File: config.mk
export PLATFORM = sky130hd
export DESIGN_NAME = exp_sequencer
export DESIGN_NICKNAME = d
export VERILOG_FILES = /design/src/rtl/wechem_pkg.sv /design/src/rtl/seq_timer.sv /design/src/rtl/exp_sequencer.sv
export SDC_FILE = /design/constraint.sdc
export NUM_CORES = 1
export LEC_CHECK = 0
export ABC_CLOCK_PERIOD_IN_PS = 5800
export BUFFER_PORTS_ARGS = -buffer_cell sky130_fd_sc_hd__buf_2
export CORE_ASPECT_RATIO = 0.7
export CORE_MARGIN = 5
export CORE_UTILIZATION = 46
export CTS_BUF_LIST = sky130_fd_sc_hd__clkbuf_2 sky130_fd_sc_hd__clkbuf_4 sky130_fd_sc_hd__clkbuf_8
export DETAILED_ROUTE_END_ITERATION = 10
export SLEW_MARGIN = 20
export SYNTH_ARGS = -nofsm -noshare
export SYNTH_HDL_FRONTEND = slang
export SYNTH_HIERARCHICAL = 1
export SYNTH_SLANG_ARGS = --single-unit
File: constraint.sdc
create_clock -name clk -period 5.8 [get_ports clk]
set_clock_uncertainty 0.2 [all_clocks]
set_input_delay 0.87 -clock clk [delete_from_list [all_inputs] [get_ports clk]]
set_output_delay 0.87 -clock clk [all_outputs]
set_load 0.03 [all_outputs]
File: src/rtl/wechem_pkg.sv
// Shared types for the electrochemistry run sequencer: FSM states, error codes, default widths.
// Pure declarations; no latency or flow-control behaviour of its own.
package wechem_pkg;

  localparam int CNT_W_DEF = 32;
  localparam int SWP_W_DEF = 16;

  typedef enum logic [3:0] {
    IDLE,
    CFG,
    CFG_WAIT,
    TASK,
    TASK_WAIT,
    FLIP,
    DRAIN,
    GAP,
    FINISH,
    ERR
  } seq_state_e;

  localparam logic [1:0] ERR_NONE        = 2'd0;
  localparam logic [1:0] ERR_SPI_TO      = 2'd1;
  localparam logic [1:0] ERR_TASK_TO     = 2'd2;
  localparam logic [1:0] ERR_DRAIN_ABORT = 2'd3;

  // States in which the timeout timer is allowed to expire.
  function automatic logic is_wait(seq_state_e s);
    return (s == CFG_WAIT) || (s == TASK_WAIT) || (s == DRAIN);
  endfunction

endpackage

File: src/rtl/seq_timer.sv
// Saturating cycle counter with synchronous clear; last_o flags the final cycle of a limit-cycle window.
// last_o is combinational from the count register only; a limit of 0 never asserts last_o.
module seq_timer #(
  parameter int W = 32
) (
  input  logic         clk,
  input  logic         rst,
  input  logic         clr_i,
  input  logic         en_i,
  input  logic [W-1:0] limit_i,
  output logic         last_o
);

  logic [W-1:0] cnt_q, cnt_d;

  always_comb begin
    cnt_d = cnt_q;
    if (clr_i) begin
      cnt_d = '0;
    end else if (en_i && (cnt_q != '1)) begin
      cnt_d = cnt_q + 1'b1;
    end
  end

  always_ff @(posedge clk or negedge rst) begin
    if (!rst) begin
      cnt_q <= '0;
    end else begin
      cnt_q <= cnt_d;
    end
  end

  assign last_o = (limit_i != '0) && (cnt_q == limit_i - 1'b1);

endmodule

File: src/rtl/exp_sequencer.sv
// Run scheduler: per sweep triggers SPI config, then the task, then flips and drains the ping-pong FIFO.
// All outputs registered from current state: start or done event to next trigger is 2 cycles; waits bounded by t_timeout.
module exp_sequencer import wechem_pkg::*; #(
  parameter int CNT_W = CNT_W_DEF,
  parameter int SWP_W = SWP_W_DEF
) (
  input  logic             clk,
  input  logic             rst,
  input  logic             start,
  input  logic             abort,
  input  logic [SWP_W-1:0] n_sweep,
  input  logic [CNT_W-1:0] t_gap,
  input  logic [CNT_W-1:0] t_timeout,
  input  logic             done_spi,
  input  logic             done_task,
  input  logic             full_ppfifo,
  output logic             trigger_config,
  output logic             trigger_task,
  output logic             force_flip,
  output logic             busy,
  output logic             run_done,
  output logic             err,
  output logic [1:0]       err_code,
  output logic [SWP_W-1:0] sweep_idx
);

  seq_state_e       state_q, state_d;
  logic [SWP_W-1:0] n_sweep_q, n_sweep_d;
  logic [SWP_W-1:0] sweep_idx_q, sweep_idx_d, sweep_inc;
  logic [CNT_W-1:0] t_gap_q, t_gap_d;
  logic [CNT_W-1:0] t_timeout_q, t_timeout_d;
  logic [1:0]       pend_code_q, pend_code_d;
  logic [1:0]       err_code_q, err_code_d;
  logic             err_q, err_d;
  logic             run_done_q, run_done_d;
  logic             trig_cfg_q, trig_task_q, flip_q, busy_q;
  logic             done_spi_q, done_task_q;
  logic             spi_ev, task_ev, drained;
  logic             tmr_clr, to_last, gap_last;

  assign spi_ev    = done_spi & ~done_spi_q;
  assign task_ev   = done_task & ~done_task_q;
  assign sweep_inc = sweep_idx_q + 1'b1;
  // flip_q is high during the first DRAIN cycle, which enforces the one-cycle minimum.
  assign drained   = !full_ppfifo && !flip_q;
  assign tmr_clr   = (state_d != state_q);

  seq_timer #(.W(CNT_W)) u_timeout (
    .clk     (clk),
    .rst     (rst),
    .clr_i   (tmr_clr),
    .en_i    (is_wait(state_q)),
    .limit_i (t_timeout_q),
    .last_o  (to_last)
  );

  seq_timer #(.W(CNT_W)) u_gap (
    .clk     (clk),
    .rst     (rst),
    .clr_i   (tmr_clr),
    .en_i    (state_q == GAP),
    .limit_i (t_gap_q),
    .last_o  (gap_last)
  );

  always_comb begin
    state_d     = state_q;
    n_sweep_d   = n_sweep_q;
    t_gap_d     = t_gap_q;
    t_timeout_d = t_timeout_q;
    sweep_idx_d = sweep_idx_q;
    pend_code_d = pend_code_q;
    err_d       = err_q;
    err_code_d  = err_code_q;
    run_done_d  = 1'b0;

    unique case (state_q)
      IDLE: begin
        if (start) begin
          err_d       = 1'b0;
          err_code_d  = ERR_NONE;
          pend_code_d = ERR_NONE;
          sweep_idx_d = '0;
          if (n_sweep == '0) begin
            run_done_d = 1'b1;
          end else begin
            n_sweep_d   = n_sweep;
            t_gap_d     = t_gap;
            t_timeout_d = t_timeout;
            state_d     = CFG;
          end
        end
      end
      CFG: state_d = CFG_WAIT;
      CFG_WAIT: begin
        if (spi_ev) begin
          state_d = TASK;
        end else if (to_last) begin
          state_d     = ERR;
          pend_code_d = ERR_SPI_TO;
        end
      end
      TASK: state_d = TASK_WAIT;
      TASK_WAIT: begin
        if (task_ev) begin
          state_d = FLIP;
        end else if (to_last) begin
          state_d     = ERR;
          pend_code_d = ERR_TASK_TO;
        end
      end
      FLIP: state_d = DRAIN;
      DRAIN: begin
        if (drained) begin
          sweep_idx_d = sweep_inc;
          if (sweep_inc == n_sweep_q) begin
            state_d = FINISH;
          end else if (t_gap_q == '0) begin
            state_d = CFG;
          end else begin
            state_d = GAP;
          end
        end else if (to_last) begin
          state_d     = ERR;
          pend_code_d = ERR_DRAIN_ABORT;
        end
      end
      GAP: begin
        if (gap_last) begin
          state_d = CFG;
        end
      end
      FINISH: begin
        run_done_d = 1'b1;
        state_d    = IDLE;
      end
      ERR: begin
        run_done_d = 1'b1;
        err_d      = 1'b1;
        err_code_d = pend_code_q;
        state_d    = IDLE;
      end
      default: state_d = IDLE;
    endcase

    // ERR itself is excluded so a held abort cannot trap the FSM there.
    if (abort && (state_q != IDLE) && (state_q != ERR)) begin
      state_d     = ERR;
      pend_code_d = ERR_DRAIN_ABORT;
      sweep_idx_d = sweep_idx_q;
    end
  end

  always_ff @(posedge clk or negedge rst) begin
    if (!rst) begin
      state_q     <= IDLE;
      n_sweep_q   <= '0;
      t_gap_q     <= '0;
      t_timeout_q <= '0;
      sweep_idx_q <= '0;
      pend_code_q <= ERR_NONE;
      err_code_q  <= ERR_NONE;
      err_q       <= 1'b0;
      run_done_q  <= 1'b0;
      trig_cfg_q  <= 1'b0;
      trig_task_q <= 1'b0;
      flip_q      <= 1'b0;
      busy_q      <= 1'b0;
      done_spi_q  <= 1'b0;
      done_task_q <= 1'b0;
    end else begin
      state_q     <= state_d;
      n_sweep_q   <= n_sweep_d;
      t_gap_q     <= t_gap_d;
      t_timeout_q <= t_timeout_d;
      sweep_idx_q <= sweep_idx_d;
      pend_code_q <= pend_code_d;
      err_code_q  <= err_code_d;
      err_q       <= err_d;
      run_done_q  <= run_done_d;
      trig_cfg_q  <= (state_q == CFG);
      trig_task_q <= (state_q == TASK);
      flip_q      <= (state_q == FLIP);
      busy_q      <= (state_d != IDLE);
      done_spi_q  <= done_spi;
      done_task_q <= done_task;
    end
  end

  assign trigger_config = trig_cfg_q;
  assign trigger_task   = trig_task_q;
  assign force_flip     = flip_q;
  assign busy           = busy_q;
  assign run_done       = run_done_q;
  assign err            = err_q;
  assign err_code       = err_code_q;
  assign sweep_idx      = sweep_idx_q;

endmodule
==> results.cfg, run 1 <==
[pwr]
p_leak_nw = 4.76
power_density_mw_per_mm2 = 392
ir_worst_vdd_v = 0.000234

[timing]
rsz0062_at_grt = false
max_freq_mhz = 190
period_minus_slack_ps = 5270
finalCritPeriodShare_pct = 90.9
worst_pin_slew_ps = 969
slew_viol_final = 0
finalSetupTns_ps = 0
slew-limit-headroom_pct = 34.8
hold_viol = 0
setup_violations = 0

[die]
floorplan.rows = 47
core_area_mm2 = 0.0236
io_pins = 111
start_util_pct = 46.8
die_h_um = 140
dieArea_mm2 = 0.0273
die_x_um = 195

[layout]
drive_gt1_share_pct = 15.2
syn_to_final_growth_pct = 12.1
num-fill-cells = 2253
nets = 1381
instances_no_fill = 1620
n_antenna_cell = 0

[yosys]
synth_top_area_cell = dfrtp_1
ys_types = 86
synth_simple_gate_area_share_pct = 25.3
synth_warnings = 6
synth_area_mm2 = 0.0111
async_reset_ff_share_pct = 100
synth_edf_count = 0
synth_compound_area_share_pct = 11.6
muxShareOfSynthArea_pct = 8.80
synthTopCellsByArea = dfrtp_1 40%, mux2_1 8.0%, xnor2_1 6.9%, nor2_1 4.2%, xor2_1 4.0%
synth_top_area_share_pct = 39.8
synth_fa_ha_area_share_pct = 0.566
yosys_register_bits = 176
synthXorXnorAreaFrac_pct = 10.9
yosysMostFrequentCell = dfrtp_1
syn_avg_cell_area_um2 = 9.27
syn-num-nets = 1284
synth_cells = 1192
yosys-top-cells-count = 176 x dfrtp_1, 125 x nor2_1, 92 x nand2_1
ys.flop_type = dfrtp_1
ys_seq_area_share_pct = 39.8
synth_top_family_by_area = simple AND/OR/NAND/NOR gates

[detailed_routing]
ant_nets = 0
drt-total-wl_um = 29800
num_vias = 9486
via_per_inst = 5.86
firstDrtPassIters = 5
post_drt_wl_per_cell_um = 18.4
drt-initial-drc-count = 1025
drc_errors = 0

[cts]
cts.sinks = 176
cts_buffers = 17
cts_buffer_depth = 2
worst_skew_pair.late_latency_ps = 470
path_clk_slew_ps = 110
root_buffer = clkbuf_8
cts_tree = yes
htreeDepth = 4

[grt]
first_global_vias = 8412
grt_util_all_layers_pct = 21.6
grt_pass1_wl_um = 48000
grt_max_degree = 101
grt-ovfl-total = 0
antenna_found_initial = 0

[critical_path]
required_ps = 5940
arrival_ps = 5410
critPathKind = flop to flop
path_max_fanout = 13
critPathCaptureType = flop
critPathLaunchType = flop

[placed_design]
globalplace.congestion = 0.962
portBuffers = 110
place_inst = 1585
hpwl_um = 22400

[run]
cap_violations = 0

[status]
run_status = finished, final reports clean

[min_path]
hp-class = primary input to asynchronous set/reset pin
-- kinds of logic after synthesis --
group	count (synthesis)
simple gates	518
compound gates	190
flops	176
xor+xnor	138
mux	87
buf+inv	78
fa+ha+maj	5
-- layout make-up --
class	instances	area (um2)	share of cell area, %
Clock buffer	17	234	1.89
Clock inverter	15	200	1.62
Inverter	29	109	0.879
Multi-Input combinational cell	938	6360	51.3
Sequential cell	176	4400	35.5
Tap cell	318	398	3.21
Timing Repair Buffer	127	684	5.52
-- path summary, 6_finish.rpt --
kind / startpoint / endpoint / slack (ps) / cells past startpoint
max in group asynchronous: rst / t_timeout_q[8] / 3990 / 2
min reg2reg: err / err / 280 / 2
max reg2reg: t_timeout_q[0] / u_gap/cnt_q[30] / 530 / 20
min in group clk: err / err / 280 / 2
min: rst / u_gap/cnt_q[26] / 270 / 1
max: t_timeout_q[0] / u_gap/cnt_q[30] / 530 / 20
-- what timing repair did --
item                                    CTS  global route
hold buffers                              0             0
setup buffers                             0             3
resized for setup                         0             1
endpoints found under the setup margin    0            55
-- report_power, final --
part	switching, W	leakage (nW)	internal [W]	total [W]
clock	0.000498	0.217	0.000441	0.000939
combinational	0.000989	2.29	0.000824	0.00181
sequential	0.000554	2.26	0.00155	0.00211
total	0.00204	4.76	0.00282	0.00486
-- state kept, by name (all words and copies together) (netlist names), 2 cells and up --
signal / count
err_code: 2
n_sweep_q: 16
pend_code_q: 2
state_q: 4
sweep_idx: 16
t_gap_q: 32
t_timeout_q: 32
u_gap/cnt_q: 32
u_timeout/cnt_q: 32
-- layer usage --
layer	track usage, %	vias up	part of all wire (%)
met1	37.0	4574	53
met3	5.12	9	8.0
li1	-	4570	-
met5	0	-	0
met2	27.1	333	39
met4	2.86	0	0.47
-- per-stage QoR --
step | hold slack [ps] | util, % | power, W | worst slack (ps) | area, um2
global placement | 255 | 50.4 | 0.00390 | 671 | 11900
global route | 282 | 52.4 | 0.00521 | 88.0 | 12400
floorplan | 239 | - | 0.00334 | 856 | 11100
CTS | 283 | 52.3 | 0.00487 | 416 | 12400
detailed placement | 261 | 50.4 | 0.00391 | 431 | 11900
finish | 266 | 52.4 | 0.00486 | 528 | 12400
-- critical path: stages, from the launching register on --
cell,delay [ps]
dfrtp_1,470
inv_1,90
ha_1,350
nor2b_1,210
nand2_1,290
nor3_1,340
xnor2_1,150
nand4_1,100
or4_1,560
nor4_1,410
buf_4,240
nand2_1,60
nor2_1,90
a311oi_1,60
o311ai_2,380
mux2i_1,330
o2111ai_4,160
o211ai_1,360
nor4_1,100
xnor2_1,170
nor2_1,60
-- placed cells by master, fill, tap and decap left out, drive strengths merged, types with 34 or more instances in the layout --
cell | synthesis | final
nand3 | 43 | 43
mux2 | 82 | 82
nor4 | 43 | 43
dfrtp | 176 | 176
inv | 29 | 36
o21ai | 54 | 54
nor3 | 46 | 46
nand2 | 94 | 94
nand4 | 40 | 40
buf | 19 | 127
xor2 | 51 | 51
nor2 | 127 | 127
xnor2 | 87 | 87
a21oi | 34 | 34
Power figures use the tool's default switching activity.
==> inputs of run 2 (changes only) <==
ABC_CLOCK_PERIOD_IN_PS = 5130   (was 5800)
clock period = 5.13 ns   (was 5.8 ns; I/O delays follow)
==> results.cfg, run 2 (synthesis gave the netlist of run 1 again) <==
[timing]
slew-limit-headroom_pct = 28.5
hold_viol = 0
slew_viol_final = 0
timing.hold.ws_ps = 179
max_freq_mhz = 205
finalCritPeriodShare_pct = 95.3
worst_pin_slew_ps = 1060
finalSetupTns_ps = 0
period_minus_slack_ps = 4890
setup_violations = 0

[cts]
root_buffer = clkbuf_8
path_clk_slew_ps = 100
cts.sinks = 176
htreeDepth = 4
worst_skew_pair.late_latency_ps = 480
cts_buffer_depth = 2
cts_buffers = 17
cts_tree = yes
cts_hold_buf = 0

[layout]
mostFrequentLayoutCell = dfrtp_1
n_antenna_cell = 0
postLayoutCoreUtil_pct = 53.4
mostFrequentLayoutCells = 176 x dfrtp_1, 125 x nor2_1, 109 x buf_2, 91 x nand2_1, 87 x xnor2_1
nets = 1407
stdcell_area_mm2 = 0.0126
instances_no_fill = 1646
syn_to_final_growth_pct = 14.2
drive_gt1_share_pct = 17.0

[grt]
grt_pass1_wl_um = 50000
first_global_vias = 8851
antenna_found_initial = 0
grt_util_all_layers_pct = 22.5
grt_max_degree = 97
grt-ovfl-total = 0

[pwr]
ir_worst_vdd_v = 0.000327
p_leak_nw = 4.90
power_density_mw_per_mm2 = 451

[detailed_routing]
via_per_inst = 5.84
drt-initial-drc-count = 873
ant_nets = 0
wl_met3_um = 2080
firstDrtPassIters = 5
drt-total-wl_um = 30400
dr_wl_met2_um = 11800
m1WireLength_um = 16400
num_vias = 9620
top_layer_used = met4
post_drt_wl_per_cell_um = 18.5
drc_errors = 0

[critical_path]
critPathKind = flop to flop
max_stage_delay_ps = 540
critPathCaptureType = flop
required_ps = 5290
critPathLaunchType = flop
crit_path_top_delay_cell = or4_4
crit_family = compound AO/OA/AOI/OAI gates
worstPathCellList = or4_4 > or3b_1 > o21ai_0 > a21oi_1 > a311oi_1 > o2111ai_1 > nor4_2 > buf_4 > nand2_1 > nor2_1 > a311oi_1 > o311ai_2 > mux2i_1 > o2111ai_4 > o211ai_1 > nor4_1 > xnor2_1 > nor2_1
arrival_ps = 5050
path_max_fanout = 10
crit_buf_inv = 1

[placed_design]
hpwl_um = 22800
place_inst = 1612
dpl-instance-area_mm2 = 0.0121
portBuffers = 110
globalplace.congestion = 0.953

[die]
die_x_um = 195
core_area_mm2 = 0.0236
floorplan.rows = 47
die_h_um = 140
io_pins = 111
dieArea_mm2 = 0.0273
start_util_pct = 46.8

[min_path]
hp-class = primary input to asynchronous set/reset pin

[status]
run_status = finished, final reports clean

[run]
cap_violations = 0
run 2: worst paths after layout:
check                               start               to  slack [ps]  depth (start not counted)
min in group clk                done_task      done_task_q         210                          1
hold reg to reg            pend_code_q[1]      err_code[1]         280                          2
max in group asynchronous             rst   t_timeout_q[1]        3620                          2
setup reg to reg           t_timeout_q[8]  u_gap/cnt_q[30]         240                         18
hold / removal                        rst      t_gap_q[21]         180                          1
setup / recovery           t_timeout_q[8]  u_gap/cnt_q[30]         240                         18
run 2: cell type report:
class	count	area, um2
Timing Repair Buffer	153	896
Clock inverter	15	208
Fill cell	2229	11000
Inverter	29	109
Multi-Input combinational cell	938	6370
Clock buffer	17	234
Tap cell	318	398
Sequential cell	176	4400
run 2: repair_timing:
item / in CTS / in global routing
endpoints found under the setup margin: 0 / 64
gates resized for setup: 0 / 5
buffers inserted: 0 / 2
run 2: routing by layer:
metal	up-vias	track usage (%)
met5	-	0
met4	0	3.01
met3	18	5.56
met2	299	28.5
met1	4694	38.2
li1	4609	-
run 2: worst reg2reg max path: cells and delay by family, from the launching register on:
family                 cells  cell delay [ps]
AO/OA/AOI/OAI              8             1830
AND/OR/NAND/NOR            7             1600
flip-flops                 1              450
multiplexers               1              320
buffers and inverters      1              200
XOR/XNOR                   1              160
run 2: through the flow:
step	setup slack, ps	total power [W]
finish	242	0.00569
CTS	94.8	0.00568
global placement	214	0.00454
global route	-15.4	0.00611
floorplan	186	0.00377
detailed placement	126	0.00456
run 2: report_power, final:
part           switching [W]  total, W  internal [W]
logic                0.00124   0.00228       0.00104
clock network       0.000568   0.00110      0.000537
registers           0.000544   0.00230       0.00176
total                0.00235   0.00569       0.00334
==> inputs of run 3 (changes only) <==
BUFFER_PORTS_ARGS = -buffer_cell sky130_fd_sc_hd__clkbuf_2   (was -buffer_cell sky130_fd_sc_hd__buf_2)
==> results.cfg, run 3 (synthesis gave the netlist of run 1 again) <==
[critical_path]
required_ps = 5290
crit_path_top_delay_cell = or4_4
critPathLaunchType = flop
arrival_ps = 5050
reg2reg_depth = 17
worstPathCellList = or4_4 > or3_1 > or2_0 > a32o_1 > or4_1 > nor4_2 > buf_4 > nand2_1 > nor2_1 > a311oi_1 > o311ai_2 > mux2i_1 > o2111ai_4 > o211ai_1 > buf_4 > xor2_1 > nor2_1
ff2ff_setup_slack_ps = 240
crit_family = simple AND/OR/NAND/NOR gates
max_stage_delay_ps = 560
path_max_fanout = 7
critPathCaptureType = flop
crit_buf_inv = 2
r2r-start = t_timeout_q[9]
critPathKind = flop to flop
reg2reg_to = u_gap/cnt_q[22]

[detailed_routing]
drt-initial-drc-count = 940
via_per_inst = 5.83
drc_errors = 0
ant_nets = 0
post_drt_wl_per_cell_um = 18.4
drt-total-wl_um = 30300
num_vias = 9588
firstDrtPassIters = 7

[cts]
htreeDepth = 4
path_clk_slew_ps = 100
postCtsSetupRepairBufs = 0
cts_tree = yes
cts.sinks = 176
cts_hold_buf = 0
root_buffer = clkbuf_8
cts_buffers = 17
worst_skew_pair.late_latency_ps = 490
cts_buffer_depth = 2

[timing]
hold_viol = 0
rsz0062_at_grt = false
finalSetupTns_ps = 0
setup_violations = 0
slew_viol_final = 0
slew-limit-headroom_pct = 23.9
period_minus_slack_ps = 4890
max_freq_mhz = 205
finalCritPeriodShare_pct = 95.3
worst_pin_slew_ps = 1130

[placed_design]
globalplace.congestion = 0.950
portBuffers = 110
dpl-instance-area_mm2 = 0.0121
place_inst = 1614
hpwl_um = 22800

[die]
core_area_mm2 = 0.0236
start_util_pct = 46.8
dieArea_mm2 = 0.0273
io_pins = 111
die_x_um = 195
die_h_um = 140
floorplan.rows = 47

[layout]
stdcell_area_mm2 = 0.0126
n_antenna_cell = 0
postLayoutCoreUtil_pct = 53.1
regArea_mm2 = 0.00440
drive_gt1_share_pct = 17.0
mostFrequentLayoutCell = dfrtp_1
instances_no_fill = 1646
syn_to_final_growth_pct = 13.5
multi_input_area_mm2 = 0.00637
nets = 1407
num-fill-cells = 2234
mostFrequentLayoutCells = 176 x dfrtp_1, 125 x nor2_1, 109 x clkbuf_2, 91 x nand2_1, 87 x xnor2_1

[pwr]
ir_worst_vdd_v = 0.000267
p_leak_nw = 4.86
power_density_mw_per_mm2 = 440
power_w = 0.00553

[min_path]
hp-class = primary input to asynchronous set/reset pin

[grt]
grt_pass1_wl_um = 49400
grt_util_all_layers_pct = 22.3
first_global_vias = 8798
antenna_found_initial = 0
grt_max_degree = 100
grt-ovfl-total = 0

[run]
cap_violations = 0

[status]
run_status = finished, final reports clean
## run 3: cell types whose count changed in the layout (fill, tap and decap cells not counted), sizes merged
cell	before	now
clkbuf	17	126
clkinv	5	7
buf	153	44
bufinv	4	0
inv	32	34
## run 3: power by group
part           switching [W]  leakage, nW  internal [W]
Sequential          0.000547         2.26       0.00176
Clock               0.000594        0.184      0.000358
Combinational        0.00124         2.42       0.00103
Total                0.00238         4.86       0.00315
## run 3: layer usage
layer  wire, um  track usage (%)  part of all wire, %
met2      11500             27.7                   38
met5          0                0                    0
met3       2420             5.75                  8.0
met1      16100             37.8                   53
met4        267             4.22                 0.88
## run 3: timing repair
item,CTS,global route
endpoints found under the setup margin,0,64
gates resized for setup,0,5
endpoints found under the hold margin,0,0
## run 3: final cells by class
class                      count  share of cell area [%]
timing repair buffer         153                    7.04
sequential                   176                    35.1
inverter                      29                   0.867
clock buffer                  17                    1.86
clock inverter                15                    1.20
tap                          318                    3.17
multi-input combinational    938                    50.8
## run 3: worst max path at each step
stage                     slack, ps               to  cells past startpoint            from
after global placement          230  u_gap/cnt_q[22]                     18  t_timeout_q[8]
after global routing             20  u_gap/cnt_q[22]                     18  t_timeout_q[9]
final                           240  u_gap/cnt_q[22]                     17  t_timeout_q[9]
after floorplan                 190  u_gap/cnt_q[30]                     17  t_timeout_q[7]
after detailed placement        130  u_gap/cnt_q[22]                     18  t_timeout_q[8]
after CTS                        80  u_gap/cnt_q[22]                     17  t_timeout_q[8]
## run 3: metrics by stage
stage	setup slack, ps	hold WS [ps]
3_3_place_gp	230	259
5_1_grt	17.9	180
3_5_place_dp	134	264
6_report	242	174
2_1_floorplan	186	239
4_1_cts	76.2	173
## run 3: worst register-to-register path: stages (launching register included)
cell and delay (ps):
dfrtp_1 420, or4_4 560, or3_1 340, or2_0 240, a32o_1 230, or4_1 550, nor4_2 320, buf_4 230
nand2_1 60, nor2_1 80, a311oi_1 60, o311ai_2 330, mux2i_1 320, o2111ai_4 170, o211ai_1 310, buf_4 160
xor2_1 130, nor2_1 50
